<file path="config.mk">
export PLATFORM = sky130hd
export DESIGN_NAME = flux_fifo_flat
export DESIGN_NICKNAME = d
export VERILOG_FILES = /design/src/rtl/flux_fifo_if.sv /design/src/rtl/flux_fifo.sv /design/src/flat_wrapper.sv
export SDC_FILE = /design/constraint.sdc
export NUM_CORES = 1
export LEC_CHECK = 0
export CORE_UTILIZATION = 45
export DETAILED_ROUTE_END_ITERATION = 8
export SLEW_MARGIN = 40
export SYNTH_ARGS = -nofsm -noshare
export SYNTH_HDL_FRONTEND = slang
export SYNTH_SLANG_ARGS = --single-unit
</file>
<file path="constraint.sdc">
create_clock -name clk -period 2.95 [get_ports clk]
set_clock_uncertainty 0.15 [all_clocks]
set_input_delay 0.295 -clock clk [delete_from_list [all_inputs] [get_ports clk]]
set_output_delay 0.295 -clock clk [all_outputs]
set_load 0.01 [all_outputs]
</file>
<file path="src/rtl/flux_fifo_if.sv">
// Write and read port bundles for flux_fifo; "fifo" modports face the FIFO, "master" modports face producer/consumer.
// Write side: strobe plus {tag, data}, with per-flux full. Read side: per-flux strobe, empty and head data.
interface write_interface #(
  parameter int FLUX  = 2,
  parameter int WIDTH = 28
);
  logic             write;
  logic [WIDTH-1:0] din;
  logic [FLUX-1:0]  full;

  modport fifo   (input  write, input  din, output full);
  modport master (output write, output din, input  full);
endinterface

interface read_interface #(
  parameter int FLUX  = 2,
  parameter int WIDTH = 28
);
  logic [FLUX-1:0]  read;
  logic [FLUX-1:0]  empty;
  logic [WIDTH-1:0] dout;

  modport fifo   (input  read, output empty, output dout);
  modport master (output read, input  empty, input  dout);
endinterface

</file>
<file path="src/rtl/flux_fifo.sv">
// Multi-flux tagged FIFO: one circular buffer per flux; writes become visible one cycle later, dout is combinational.
// Writes to a full flux / reads of an empty flux are dropped; define FIFO_ERR_FLAG_EN to add a sticky err output.
module flux_fifo #(
  parameter  int FLUX       = 2,
  parameter  int DATA_WIDTH = 27,
  parameter  int DEPTH      = 4,
  localparam int TAG_WIDTH  = $clog2(FLUX),
  localparam int WIDTH      = DATA_WIDTH + TAG_WIDTH
) (
  input  logic           clk,
  input  logic           rst,
  write_interface.fifo   write_port,
  read_interface.fifo    read_port
`ifdef FIFO_ERR_FLAG_EN
  ,
  output logic           err
`endif
);

  localparam int                   PTR_W    = $clog2(DEPTH);
  localparam int                   CNT_W    = $clog2(DEPTH + 1);
  localparam logic [CNT_W-1:0]     CNT_FULL = CNT_W'(DEPTH);
  localparam logic [TAG_WIDTH:0]   FLUX_LIM = (TAG_WIDTH + 1)'(FLUX);

  logic [PTR_W-1:0]      wptr_q  [FLUX];
  logic [PTR_W-1:0]      wptr_d  [FLUX];
  logic [PTR_W-1:0]      rptr_q  [FLUX];
  logic [PTR_W-1:0]      rptr_d  [FLUX];
  logic [CNT_W-1:0]      count_q [FLUX];
  logic [CNT_W-1:0]      count_d [FLUX];
  logic [DATA_WIDTH-1:0] mem_q   [FLUX][DEPTH];

  logic [FLUX-1:0]       full;
  logic [FLUX-1:0]       empty;
  logic [FLUX-1:0]       wr_hit;
  logic [FLUX-1:0]       rd_first;
  logic [FLUX-1:0]       rd_hit;
  logic [TAG_WIDTH-1:0]  wr_tag;
  logic [DATA_WIDTH-1:0] wr_data;
  logic                  tag_ok;
  logic [TAG_WIDTH-1:0]  sel_idx;
  logic                  sel_found;

  assign wr_tag  = write_port.din[WIDTH-1 -: TAG_WIDTH];
  assign wr_data = write_port.din[DATA_WIDTH-1:0];
  assign tag_ok  = {1'b0, wr_tag} < FLUX_LIM;

  always_comb begin
    full  = '0;
    empty = '0;
    for (int i = 0; i < FLUX; i++) begin
      full[i]  = (count_q[i] == CNT_FULL);
      empty[i] = (count_q[i] == '0);
    end
  end

  assign write_port.full  = full;
  assign read_port.empty  = empty;

  // Acceptance is judged on pre-edge flags only, so a same-cycle read never frees space for a write.
  always_comb begin
    wr_hit = '0;
    for (int i = 0; i < FLUX; i++) begin
      if (write_port.write && tag_ok && (wr_tag == TAG_WIDTH'(i)) && !full[i]) begin
        wr_hit[i] = 1'b1;
      end
    end
  end

  always_comb begin
    rd_first = '0;
    for (int i = FLUX - 1; i >= 0; i--) begin
      if (read_port.read[i]) begin
        rd_first    = '0;
        rd_first[i] = 1'b1;
      end
    end
  end

  assign rd_hit = rd_first & ~empty;

  always_comb begin
    for (int i = 0; i < FLUX; i++) begin
      wptr_d[i]  = wptr_q[i];
      rptr_d[i]  = rptr_q[i];
      count_d[i] = count_q[i];
      if (wr_hit[i]) wptr_d[i] = wptr_q[i] + PTR_W'(1);
      if (rd_hit[i]) rptr_d[i] = rptr_q[i] + PTR_W'(1);
      case ({wr_hit[i], rd_hit[i]})
        2'b10:   count_d[i] = count_q[i] + CNT_W'(1);
        2'b01:   count_d[i] = count_q[i] - CNT_W'(1);
        default: count_d[i] = count_q[i];
      endcase
    end
  end

  always_ff @(posedge clk or posedge rst) begin
    if (rst) begin
      for (int i = 0; i < FLUX; i++) begin
        wptr_q[i]  <= '0;
        rptr_q[i]  <= '0;
        count_q[i] <= '0;
      end
    end else begin
      for (int i = 0; i < FLUX; i++) begin
        wptr_q[i]  <= wptr_d[i];
        rptr_q[i]  <= rptr_d[i];
        count_q[i] <= count_d[i];
      end
    end
  end

  // Storage is deliberately left out of reset; clearing the counts is enough to discard entries.
  always_ff @(posedge clk) begin
    for (int i = 0; i < FLUX; i++) begin
      if (wr_hit[i]) mem_q[i][wptr_q[i]] <= wr_data;
    end
  end

  // Head selection: lowest requested flux, else lowest non-empty flux.
  always_comb begin
    sel_idx   = '0;
    sel_found = 1'b0;
    for (int i = 0; i < FLUX; i++) begin
      if (!sel_found && read_port.read[i]) begin
        sel_idx   = TAG_WIDTH'(i);
        sel_found = 1'b1;
      end
    end
    for (int i = 0; i < FLUX; i++) begin
      if (!sel_found && !empty[i]) begin
        sel_idx   = TAG_WIDTH'(i);
        sel_found = 1'b1;
      end
    end
    read_port.dout = '0;
    if (!(&empty)) begin
      read_port.dout = {sel_idx, mem_q[sel_idx][rptr_q[sel_idx]]};
    end
  end

`ifdef FIFO_ERR_FLAG_EN
  logic err_q;
  logic err_d;
  logic wr_drop;
  logic rd_drop;
  logic rd_multi;

  assign wr_drop  = write_port.write && (wr_hit == '0);
  assign rd_drop  = (read_port.read != '0) && (rd_hit == '0);
  assign rd_multi = (read_port.read & (read_port.read - FLUX'(1))) != '0;

  always_comb begin
    err_d = err_q | wr_drop | rd_drop | rd_multi;
  end

  always_ff @(posedge clk or posedge rst) begin
    if (rst) err_q <= 1'b0;
    else     err_q <= err_d;
  end

  assign err = err_q;
`endif

endmodule

</file>
<file path="src/flat_wrapper.sv">
// flat-port wrapper written by rule: the top's interface ports become plain ports
module flux_fifo_flat 
#(
  parameter  int FLUX       = 2,
  parameter  int DATA_WIDTH = 27,
  parameter  int DEPTH      = 4,
  localparam int TAG_WIDTH  = $clog2(FLUX),
  localparam int WIDTH      = DATA_WIDTH + TAG_WIDTH
)
  (clk, rst, write_port_write, write_port_din, write_port_full, read_port_read, read_port_empty, read_port_dout);
  write_interface #(.FLUX(FLUX), .WIDTH(((27) + 1))) write_port_i ();
  read_interface #(.FLUX(FLUX), .WIDTH(((27) + 1))) read_port_i ();
  input  logic clk;
  input  logic rst;
  input wire logic [$bits(write_port_i.write)-1:0] write_port_write;
  input wire logic [$bits(write_port_i.din)-1:0] write_port_din;
  output wire logic [$bits(write_port_i.full)-1:0] write_port_full;
  input wire logic [$bits(read_port_i.read)-1:0] read_port_read;
  output wire logic [$bits(read_port_i.empty)-1:0] read_port_empty;
  output wire logic [$bits(read_port_i.dout)-1:0] read_port_dout;
  assign write_port_i.write = write_port_write;
  assign write_port_i.din = write_port_din;
  assign write_port_full = write_port_i.full;
  assign read_port_i.read = read_port_read;
  assign read_port_empty = read_port_i.empty;
  assign read_port_dout = read_port_i.dout;
  flux_fifo #(.FLUX(FLUX), .DATA_WIDTH(DATA_WIDTH), .DEPTH(DEPTH)) u_core (.clk(clk), .rst(rst), .write_port(write_port_i), .read_port(read_port_i));
endmodule
</file>
After elaboration in Yosys (flattened, before gate mapping)

Memories as Yosys holds them, arrays and structs flattened.
Index checks and enable logic that the tools add are counted.

Bits in registers: 14
Latch bits: 0
RAM bits: 216
Memory bits (read-only): 0
Input bits: 33
Output and inout bits: 32
Memories kept: 1

Add/subtract/negate cells: 8
$mul: 0
Divide/modulo/power cells: 0
Order comparisons: 6
Equality and inequality tests: 6
Shifts and indexed selects: 0
Mux-type cells: 30
Bitwise logic cells: 7
Reductions and logical operators: 22

Memories:

| memory       | words | bits a word | read ports | clocked after memory_dff | write ports | line            | source |
|---|---|---|---|---|---|---|---|
| u_core.mem_q | 2     | 108         | 1          | 0                        | 1           | flux_fifo.sv:31 | `logic [DATA_WIDTH-1:0] mem_q [FLUX][DEPTH];` |

Operators by type and width:

| kind                | count |
|---|---|
| $mux 108            | 4 |
| $demux 27 s2        | 2 |
| $mux 27             | 4 |
| $reduce_or 108->1   | 1 |
| $bmux 27 s2         | 1 |
| $mux 28             | 1 |
| $pmux 3 s2          | 2 |
| $mux 1              | 11 |
| $mux 2              | 5 |
| $ge 3x3->1 const B  | 3 |
| $logic_and 1x1->1   | 9 |
| $not 2->3           | 3 |
| $add 2x1->2 const B | 4 |
| $logic_not 1->1     | 7 |
| $add 3x1->3 const B | 2 |
| $eq 3x3->1 const B  | 2 |
| $logic_not 3->1     | 2 |
| $lt 3x1->1 const B  | 2 |
| $sub 3x1->3 const B | 2 |
| $eq 2x1->1 const B  | 2 |
| $eq 2x2->1 const B  | 2 |
| $reduce_bool 2->1   | 2 |
| $and 2x2->2         | 1 |
| $ge 2x2->1 const B  | 1 |
| 4 further kinds     | 4 |

Logic depth before layout (Yosys ltp)

Gate-level depths: netlist (run 1).

Depth after elaboration: 19
Depth in mapped cells: 11

Least setup slack after synthesis (run 1)

Ideal clock, no wire load.

Kind: register -> register
Start: register u_core.count_q[3] in the netlist's numbering
End: memory u_core.mem_q[0][0] in the netlist's numbering, enable pin
Library setup time: 0.386 ns
Arrival time: 1.894 ns
Required time: 2.414 ns
Setup slack: 0.520 ns
Stages on the path, launching flop included: 5
Cell sequence: dfrtp_1 inv_1 and3_1 nor3b_1 and2_1

Word-level cells in the longest chain between the ends: 7

RTL lines:

| item                              | line               | source |
|---|---|---|
| from (decl)                       | flux_fifo.sv:29    | `logic [CNT_W-1:0] count_q [FLUX];` |
| from (signal, indexed assignment) | flux_fifo.sv:108   | `count_q[i] <= count_d[i];` |
| $eq 3x3->1                        | flux_fifo.sv:52    | `full[i] = (count_q[i] == CNT_FULL);` |
| net write_port_full[0]            | flat_wrapper.sv:17 | `output wire logic [$bits(write_port_i.full)-1:0] write_port_full;` |
| $logic_not 1->1                   | flux_fifo.sv:64    | `if (write_port.write && tag_ok && (wr_tag == TAG_WIDTH'(i)) && !full[i]) begin` |
| $logic_and 1x1->1                 | flux_fifo.sv:64    |  |
| $mux 1                            | flux_fifo.sv:64    |  |
| $mux 1                            | flux_fifo.sv:116   | `if (wr_hit[i]) mem_q[i][wptr_q[i]] <= wr_data;` |
| $mux 108 (implied by the code)    | flux_fifo.sv:116   |  |
| $mux 108 (no source line)         | -                  |  |
| to (decl)                         | flux_fifo.sv:31    |  |

The timed path passes the listed nets, and every way through them passes these cells.

Final worst setup path (run 1)

Start: register u_core.count_q[3] in the netlist's numbering
End: output port read_port_dout[24]

Word-level cells in the longest chain between the ends: 16

RTL lines:

| item                                       | line               | source |
|---|---|---|
| $logic_not 3->1 *                          | flux_fifo.sv:53    | `empty[i] = (count_q[i] == '0);` |
| $logic_not 1->1                            | flux_fifo.sv:131   | `if (!sel_found && !empty[i]) begin` |
| $logic_and 1x1->1                          | flux_fifo.sv:131   |  |
| $mux 1                                     | flux_fifo.sv:131   |  |
| $logic_not 1->1                            | flux_fifo.sv:131   |  |
| $logic_and 1x1->1                          | flux_fifo.sv:131   |  |
| $mux 1                                     | flux_fifo.sv:131   |  |
| $not 1->2 (implied by the code)            | flux_fifo.sv:138   | `read_port.dout = {sel_idx, mem_q[sel_idx][rptr_q[sel_idx]]};` |
| $mux 2 (implied by the code) (3 in a row)  | flux_fifo.sv:138   |  |
| $not 2->3 (implied by the code)            | flux_fifo.sv:138   |  |
| $bmux 27 s2                                | flux_fifo.sv:138   |  |
| $mux 27 (implied by the code) (2 in a row) | flux_fifo.sv:138   |  |
| $mux 28 *                                  | flux_fifo.sv:137   | `if (!(&empty)) begin` |
| to (decl)                                  | flat_wrapper.sv:20 | `output wire logic [$bits(read_port_i.dout)-1:0] read_port_dout;` |

Every way passes the cells marked *; elsewhere a longest branch is shown, timed or not. The select of a mux whose other input is x is not followed.

==> flow_metrics.py, run 1 <==
metrics = {
    "worst_setup_path": {
        "crit_type": "reg2out",
        "required_ps": 2510,
        "path_buf_inv": 5,
        "arrival_ps": 2620,
        "endpoint_kind": "primary output",
        "path_max_fanout": 6,
        "start_kind": "flop",
        "crit_chain": "or3_4 > a221oi_4 > buf_6 > buf_12 > buf_6 > buf_16 > a2111oi_0 > nor4_2 > buf_2",
        "timing.critical_path.mode_cell": "buf_6",
        "slowest_stage": "dfrtp_1",
        "worst_path_largest_cell_delay_ps": 400,
        "crit_family": "simple AND/OR/NAND/NOR gates",
    },
    "routing": {
        "vias": 5203,
        "wl_um": 21290,
        "drc": 0,
        "wl_per_cell_um": 22.60,
        "first_pass_iters": 4,
        "drt-vias-per-instance": 5.523,
        "initialDrtViolationCount": 335,
        "ant_nets": 0,
    },
    "floorplanning": {
        "coreArea_mm2": 0.02049,
        "placementRows": 52,
        "die_area_mm2": 0.02181,
        "die_height_um": 147.7,
        "die_w_um": 147.7,
        "start_util_pct": 46.61,
        "io_pins": 65,
    },
    "status": {
        "violations": "negative setup slack",
        "status": "finished, violations left",
    },
    "run": {
        "drv_cap": 0,
    },
    "global_routing": {
        "grt_usage_pct": 20.05,
        "grt_pass1_vias": 5429,
        "antenna_found_initial": 0,
        "grt_overflow": 0,
        "grt_max_degree": 29,
        "grt_pass1_wl_um": 32300,
    },
    "clocking": {
        "htreeDepth": 1,
        "cts-root-buf": "clkbuf_16",
        "clkLatencyLatePin_ps": 500,
        "cts_tree": "done",
        "cts.sinks": 230,
        "clkTransAtPathRegs_ps": 60,
        "cts_buffers": 25,
        "clk_path_buf_depth": 3,
    },
    "yosys": {
        "syn_nets": 592,
        "syn_area_mm2": 0.009552,
        "yosysSeqAreaShare_pct": 71.57,
        "ys.flop_type": "edfxtp_1",
        "synth_area_per_cell_um2": 17.46,
        "synth_edf_count": 216,
        "synthArstFlopShare_pct": 6.087,
        "synth_cell_type_count": 33,
        "syn_inst": 547,
        "synth_seq_cells": 230,
        "yosysWarnings": 0,
    },
    "power": {
        "power.sequential.fraction_pct": 38.3,
        "peakVddDrop_v": 0.0004588,
        "powerDensity_mw_per_mm2": 931.0,
        "p_leak_nw": 4.182,
        "p_sw_share_pct": 31.74,
        "comb_power_share_pct": 35.6,
        "p_int_mw": 7.606,
        "clkPwrFrac_pct": 26.1,
        "p_sw_mw": 3.537,
    },
    "placement": {
        "place_congestion": 0.7581,
        "portBuffers": 64,
        "placed_cells": 881,
        "dp_hpwl_um": 10990,
    },
    "final_layout": {
        "mostFrequentLayoutCells": "216 x edfxtp_1, 53 x mux2i_1, 36 x clkdlybuf4s50_1",
        "nFillCells": 1527,
        "final_common_cell": "edfxtp_1",
        "syn2layout_area_growth_pct": 25.31,
        "postLayoutCoreUtil_pct": 58.40,
        "antenna_cells": 0,
        "nNetsFinal": 699,
        "drive_gt1_share_pct": 29.91,
        "register_area_mm2": 0.006839,
        "fin_cells": 942,
        "multi_input_area_mm2": 0.002756,
    },
    "sta": {
        "finalHoldViolations": 0,
        "rsz0062_at_grt": "yes",
        "min_period_ps": 3065,
        "max_clock_freq_ghz": 0.3263,
        "drv_slew": 0,
        "fin_ws_ps": -114.7,
        "worst_slew_pin_slew_ps": 561.4,
        "fin_crit_sh_pct": 103.9,
        "setup_viol": 19,
        "setup_tns_ps": -1200,
        "slew_headroom_pct": 62.54,
    },
    "worst_hold_path": {
        "holdCritPathClass": "in2reg",
    },
}
layer usage:
layer | vias to the layer above | global-route usage (%) | wire [um]
met4 | 0 | 6.392 | 353
met3 | 25 | 3.272 | 1022
met2 | 128 | 32.26 | 10350
met1 | 2672 | 28.03 | 9568
li1 | 2378 | - | -
met5 | - | 0 | 0
cell families after synthesis:
family	synth area share, %
XOR/XNOR	1.100
multiplexers	9.785
AND/OR/NAND/NOR	8.200
adder cells (fa/ha/maj)	1.729
buffers and inverters	2.607
AO/OA/AOI/OAI	5.004
flip-flops	71.57
path summary, 6_finish.rpt:
path	depth (start not counted)	end	slack, ps	from
worst min-delay path	1	u_core.mem_q[1][4]$_DFFE_PP_	370	write_port_din[4]
worst min register to register	1	u_core.count_q[0]$_DFFE_PP0P_	380	u_core.count_q[0]$_DFFE_PP0P_
worst max-delay path	9	read_port_dout[24]	-110	u_core.count_q[3]$_DFFE_PP0P_
max in group asynchronous	3	u_core.rptr_q[2]$_DFFE_PP0P_	1700	rst
worst max register to register	10	u_core.count_q[2]$_DFFE_PP0P_	560	u_core.count_q[0]$_DFFE_PP0P_
min in group asynchronous	3	u_core.wptr_q[0]$_DFFE_PP0P_	540	rst
cell usage after synthesis, drive strengths merged (2+ instances only):
| library cell | n | share of area [%] |
|---|---|---|
| edfxtp | 216 | 68 |
| mux2i | 54 | 5.7 |
| mux2 | 27 | 3.2 |
| xor2 | 6 | 0.55 |
| nand2 | 4 | 0.16 |
| and3 | 3 | 0.20 |
| a22o | 25 | 2.3 |
| mux4 | 4 | 0.94 |
| inv | 16 | 0.63 |
| xnor2 | 6 | 0.55 |
| a2111oi | 25 | 2.3 |
| nor3b | 26 | 2.0 |
| fa | 2 | 0.42 |
| nor4 | 25 | 2.8 |
| nor2b | 25 | 1.6 |
| nor2 | 7 | 0.28 |
| dfrtp | 14 | 3.7 |
| and2 | 11 | 0.72 |
| buf | 20 | 1.4 |
| clkbuf | 15 | 0.60 |
| ha | 10 | 1.3 |
power by group through the flow:
stage,clock network [mW],registers (mW),logic (mW)
global placement,0,4.31,3.75
detailed placement,0,4.33,3.82
floorplan,0,4.19,2.25
finish,2.91,4.27,3.97
global route,3.11,4.31,4.25
CTS,2.98,4.26,3.93
per-stage QoR:
stage | hold slack, ps | cell area (um2) | power [mW] | setup WS (ps)
2_1_floorplan | 34.22 | 9552 | 6.442 | 519.7
3_3_place_gp | 358.4 | 10800 | 8.056 | -144.1
3_5_place_dp | 366.0 | 10800 | 8.144 | -154.6
4_1_cts | 346.6 | 11890 | 11.17 | -117.9
5_1_grt | 360.5 | 11970 | 11.66 | -232.0
6_report | 367.8 | 11970 | 11.14 | -114.7
flip-flops by register name (all words and copies together), names as in the netlist:
| signal | flops |
|---|---|
| u_core.mem_q | 216 |
| u_core.count_q | 6 |
| u_core.rptr_q | 4 |
| u_core.wptr_q | 4 |
final cells by class:
type | count | area share, %
multi-input combinational | 266 | 23.03
sequential | 230 | 57.14
tap | 270 | 2.822
inverter | 16 | 0.5018
clock buffer | 33 | 5.478
timing repair buffer | 115 | 10.12
clock inverter | 12 | 0.9095
what timing repair did:
item	in CTS	in global routing
pin swaps	35	17
endpoints found under the hold margin	12	0
gates resized for setup	185	14
gates cloned	4	1
endpoints found under the setup margin	27	27
hold buffers	1	0
setup buffers	10	2
(Power assumes the default switching activity.)
==> inputs of run 2 (changes only) <==
--- a/config.mk
+++ b/config.mk
@@ -7,7 +7,7 @@
 export LEC_CHECK = 0
 export CORE_UTILIZATION = 45
 export DETAILED_ROUTE_END_ITERATION = 8
-export SLEW_MARGIN = 40
+export SLEW_MARGIN = 20
 export SYNTH_ARGS = -nofsm -noshare
 export SYNTH_HDL_FRONTEND = slang
 export SYNTH_SLANG_ARGS = --single-unit
==> constraint.sdc (replaced) <==
create_clock -name clk -period 2.95 [get_ports clk]
set_clock_uncertainty 0.15 [all_clocks]
set_input_delay 0.59 -clock clk [delete_from_list [all_inputs] [get_ports clk]]
set_output_delay 0.59 -clock clk [all_outputs]
set_load 0.01 [all_outputs]
==> run 2 against run 1 <==
The flow still finishes with violations (negative setup slack). Setup slack got worse by 280 ps. Critical endpoint is now read_port_dout[1]. First-iteration DRC count decreased by 11%. Via count increased by 1.5%. Power increased by 3.4%. Design area increased by 2.3%. Combinational power increased by 5.3%. Critical path depth unchanged. Sequential share of layout area decreased by 1.3 points.
==> flow_metrics.py, run 2 (synthesis results as in run 1) <==
metrics = {
    "sta": {
        "fin_ws_ps": -399.2,
        "drv_slew": 0,
        "slew_headroom_pct": 57.77,
        "rsz0062_at_grt": "yes",
        "fin_crit_sh_pct": 113.5,
        "max_clock_freq_ghz": 0.2986,
        "worst_slew_pin_slew_ps": 617.4,
        "min_period_ps": 3349,
        "finalHoldViolations": 0,
        "setup_viol": 27,
    },
    "status": {
        "status": "finished, violations left",
        "violations": "negative setup slack",
    },
    "run": {
        "drv_cap": 0,
    },
    "global_routing": {
        "grt_usage_pct": 19.83,
        "grt_overflow": 0,
        "grt_pass1_wl_um": 32140,
        "antenna_found_initial": 1,
        "grt_max_degree": 34,
        "grt_pass1_vias": 5510,
    },
    "routing": {
        "ant_nets": 0,
        "first_pass_iters": 4,
        "initialDrtViolationCount": 298,
        "wl_per_cell_um": 22.28,
        "vias": 5281,
        "drc": 0,
        "drt-vias-per-instance": 5.513,
        "wl_um": 21340,
    },
    "worst_setup_path": {
        "start_kind": "input pin",
        "path_buf_inv": 5,
        "arrival_ps": 2610,
        "worst_path_largest_cell_delay_ps": 580,
        "r2r_slack_ps": 450,
        "path_max_fanout": 6,
        "r2r-start": "u_core.count_q[5]$_DFFE_PP0P_",
        "crit_type": "in2out",
        "required_ps": 2210,
        "r2r_cells": 13,
        "endpoint_kind": "primary output",
        "worst_r2r_endpoint": "u_core.count_q[5]$_DFFE_PP0P_",
        "slowest_stage": "a2111oi_0",
        "crit_family": "buffers and inverters",
        "crit_chain": "clkdlybuf4s50_1 > nor2_1 > a221oi_4 > buf_6 > buf_8 > buf_4 > a2111oi_0 > nor4_2 > buf_2",
    },
    "clocking": {
        "cts.sinks": 230,
        "cts_tree": "done",
        "clk_path_buf_depth": 3,
        "clkTransAtPathRegs_ps": 60,
        "htreeDepth": 1,
        "cts-root-buf": "clkbuf_16",
        "cts_buffers": 25,
        "clkLatencyLatePin_ps": 510,
    },
    "power": {
        "peakVddDrop_v": 0.0005055,
        "power.sequential.fraction_pct": 36.6,
        "p_sw_mw": 3.578,
        "comb_power_share_pct": 36.2,
        "p_leak_nw": 4.332,
        "powerDensity_mw_per_mm2": 941.2,
        "p_int_mw": 7.948,
        "clkPwrFrac_pct": 27.2,
        "p_sw_share_pct": 31.04,
    },
    "floorplanning": {
        "io_pins": 65,
        "coreArea_mm2": 0.02049,
        "start_util_pct": 46.61,
        "die_w_um": 147.7,
        "die_area_mm2": 0.02181,
        "die_height_um": 147.7,
        "placementRows": 52,
    },
    "final_layout": {
        "nNetsFinal": 715,
        "fin_cells": 958,
        "drive_gt1_share_pct": 32.70,
        "syn2layout_area_growth_pct": 28.20,
        "mostFrequentLayoutCells": "216 x edfxtp_1, 53 x mux2i_1, 35 x clkdlybuf4s50_1",
        "postLayoutCoreUtil_pct": 59.75,
        "final_common_cell": "edfxtp_1",
        "largest_reg_flops": 216,
        "antenna_cells": 0,
        "final_area_mm2": 0.01225,
    },
    "placement": {
        "place_congestion": 0.7334,
        "dpl_cell_area_mm2": 0.01088,
        "portBuffers": 64,
        "place_ws_ps": -820.0,
        "dp_hpwl_um": 11630,
        "placed_cells": 891,
    },
    "worst_hold_path": {
        "holdCritPathClass": "in2async",
    },
}
==> run 2: worst max-delay path by stage <==
stage                                   from            endpoint  slack (ps)  cells past startpoint
2_1_floorplan              read_port_read[0]  read_port_dout[23]         220                      6
3_3_place_gp               read_port_read[1]  read_port_dout[24]        -820                      7
3_5_place_dp               read_port_read[1]  read_port_dout[24]        -820                      7
4_1_cts        u_core.count_q[5]$_DFFE_PP0P_  read_port_dout[23]        -350                      9
5_1_grt                    read_port_read[1]   read_port_dout[1]        -540                      9
6_report                   read_port_read[1]   read_port_dout[1]        -400                      9
==> run 2: power by group through the flow <==
stage	Combinational, mW	Clock [mW]	Sequential (mW)
global route	4.48	3.33	4.25
CTS	4.02	3.18	4.22
floorplan	2.25	0	4.19
global placement	3.83	0	4.27
detailed placement	3.89	0	4.29
finish	4.18	3.13	4.22
==> run 2: final cells by class <==
class,count,area (um2)
well taps,270,337.8
flip-flops and latches,230,6839
clock buffers,32,671.9
fillers,1517,8249
multi-input cells,266,2768
repair buffers,131,1411
clock inverters,13,157.7
inverters,16,60.06
==> run 2: timing repair <==
item / 4_1_cts / 5_1_grt
cloned: 4 / 1
setup buffers: 10 / 7
hold buffers: 0 / 0
setup endpoints to repair: 28 / 27
pin swaps: 28 / 7
gates resized for setup: 182 / 21
==> run 2: worst register-to-register path, delay by kind of cell, from the launching register on <==
kind                     cells  cell delay, ps
XOR/XNOR                     2             290
adder cells (fa/ha/maj)      2             380
buffers and inverters        6             670
flip-flops                   1             380
AND/OR/NAND/NOR              3             520
==> run 2: stage by stage <==
stage | hold WS (ps) | setup TNS [ps] | total power, mW
6_report | 294.3 | -8319 | 11.53
5_1_grt | 360.3 | -10980 | 12.06
4_1_cts | 304.8 | -8286 | 11.42
3_5_place_dp | 414.8 | -18290 | 8.177
3_3_place_gp | 395.4 | -17750 | 8.100
2_1_floorplan | 329.0 | 0 | 6.442
==> run 2: per-layer routing <==
| metal | GRT usage (%) | routed length [um] |
|---|---|---|
| met2 | 33.73 | 10640 |
| met5 | 0 | 13 |
| met3 | 3.025 | 853 |
| met4 | 5.052 | 297 |
| met1 | 26.74 | 9537 |
==> inputs of run 3 (changes only) <==
--- a/config.mk
+++ b/config.mk
@@ -7,6 +7,7 @@
 export LEC_CHECK = 0
 export CORE_UTILIZATION = 45
 export DETAILED_ROUTE_END_ITERATION = 8
+export HOLD_SLACK_MARGIN = 0.1
 export SLEW_MARGIN = 20
 export SYNTH_ARGS = -nofsm -noshare
 export SYNTH_HDL_FRONTEND = slang
==> results of run 3 <==
No change in the layout: final DEF, timing and power equal those of run 2.
==> RTL change: new RTL, flow settings as in run 2 <==
`DEPTH` is set to 4 in 2 places; all go to 2.
--- a/src/rtl/flux_fifo.sv
+++ b/src/rtl/flux_fifo.sv
@@ -3,7 +3,7 @@
 module flux_fifo #(
   parameter  int FLUX       = 2,
   parameter  int DATA_WIDTH = 27,
-  parameter  int DEPTH      = 4,
+  parameter  int DEPTH      = 2,
   localparam int TAG_WIDTH  = $clog2(FLUX),
   localparam int WIDTH      = DATA_WIDTH + TAG_WIDTH
 ) (
--- a/src/flat_wrapper.sv
+++ b/src/flat_wrapper.sv
@@ -3,7 +3,7 @@
 #(
   parameter  int FLUX       = 2,
   parameter  int DATA_WIDTH = 27,
-  parameter  int DEPTH      = 4,
+  parameter  int DEPTH      = 2,
   localparam int TAG_WIDTH  = $clog2(FLUX),
   localparam int WIDTH      = DATA_WIDTH + TAG_WIDTH
 )
Formal check against the unedited RTL: not equivalent (Yosys sat finds a counterexample within 4 cycles, from zero or initial values and one cycle with rst high).
==> RTL change against run 2 <==
- power shrank 48%
- sequential cell count decreased by 114
- synthesized cell count is 50% lower
- routed wire length fell by 57%
- count of clock-buffer cells in the layout fell by 14
- synthesized area fell by 51%
- final area is 49% lower
- worst setup slack gained 500 ps
- combinational power is 56% lower
==> RTL change: results (changes against run 2) <==
Post-Syn Nets - 310 (-48%)
Dpl cells - 476 (-47%)
Clock Path Buffers - 2 (-1)
Min Hold Slack - 194 ps (-99.9 ps)
Clk pwr share - 32.1% (+4.9 points)
P_clk - 0.00192 W (-39%)
Post-synth EDFFs - 108 (-50%)
Flop-to-flop setup slack - 910 ps (+460 ps)
Vias in the first global route - 2833 (-49%)
Iter 0 DRT Violations - 73 (-76%)
H-tree Lvls - 4 (+3)
Power in combinational cells - 0.00185 W (-56%)
Routed wl met3 - 488 um (-43%)
Design internal power - 0.00421 W (-47%)
Layout Nets - 402 (-44%)
DPL Wire Length - 5960 um (-49%)
Post-synth top cells - 108 x edfxtp_1, 28 x a21oi_1, 27 x mux2_2, 27 x mux2i_1, 27 x o31ai_1
Slew at the pin with the worst max-slew slack - 363 ps (-254 ps)
Finished Layout Cells - 513 (-46%)
Initial antenna violation count - 0 (-1)
Status - completed
CP max stage cell - dfrtp_1
Period minus WS final - 2840 ps (-505 ps)
Post-synth ARST share - 6.90% (+0.81 points)
Cell leakage power - 2.25 nW (-48%)
Placer congestion estimate - 0.712 (-3.0%)
Ranking of synthesized cells by area - edfxtp_1 69%, mux2_2 6.5%, mux2i_1 5.7%, o31ai_1 4.3%, dfrtp_1 4.3%
Max reg flops - 108 (-50%)
Setup WS pre-CTS - -178 ps (+642 ps)
Maximum vdd drop - 0.000478 V (-5.4%)
CTS buffer count - 17 (-32%)
First-pass GRT wire length - 14700 um (-54%)
Largest net degree at the start of global routing - 22 (-35%)
Met1 Routed Length - 3940 um (-59%)
Final WL - 9190 um (-57%)
FILL cells - 748 (-51%)
-- RTL change: cell type report --
| cell class | count | area [sq um] | share of cell area, % |
|---|---|---|---|
| clock buffer | 18 | 418 | 6.71 |
| sequential | 116 | 3450 | 55.3 |
| clock inverter | 14 | 155 | 2.49 |
| timing repair buffer | 90 | 848 | 13.6 |
| inverter | 4 | 15.0 | 0.241 |
| tap | 133 | 166 | 2.67 |
| multi-input combinational | 138 | 1180 | 19.0 |
-- RTL change: what timing repair did --
item | in CTS | in global routing
resized for setup | 48 | 9
pin swaps | 2 | 0
buffers inserted | 3 | 2
setup endpoints to repair | 28 | 8
-- RTL change: critical path, delay by kind of cell (launching register included) --
kind / cells / cell delay [ps]
flops: 1 / 410
simple gates: 2 / 470
buf+inv: 2 / 450
compound gates: 2 / 280
-- RTL change: worst paths after layout --
path                                   startpoint            endpoint  depth (start not counted)
worst max register to register  u_core.count_q[3]   u_core.count_q[3]                          5
worst min register to register  u_core.count_q[1]   u_core.count_q[1]                          1
max in group asynchronous                     rst   u_core.count_q[2]                          2
worst max-delay path            u_core.count_q[1]  read_port_dout[25]                          6
worst min-delay path                          rst   u_core.count_q[0]                          2
min in group clk                u_core.count_q[1]   u_core.count_q[1]                          1
-- RTL change: cells by family after synthesis --
group	after synthesis	synth area share [%]
buffers and inverters	21	2.50
adders and majority gates	2	0.532
AOI/OAI and AO/OA	56	7.64
xor gates and xnor gates	10	1.86
DFF	116	73.2
muxes	54	12.2
and+or+nand+nor	16	2.02
-- RTL change: per-layer routing --
| metal | GRT usage (%) | up-vias |
|---|---|---|
| li1 | - | 1262 |
| met4 | 6.73 | 0 |
| met3 | 5.33 | 5 |
| met2 | 31.7 | 64 |
| met5 | 0 | - |
| met1 | 21.6 | 1316 |
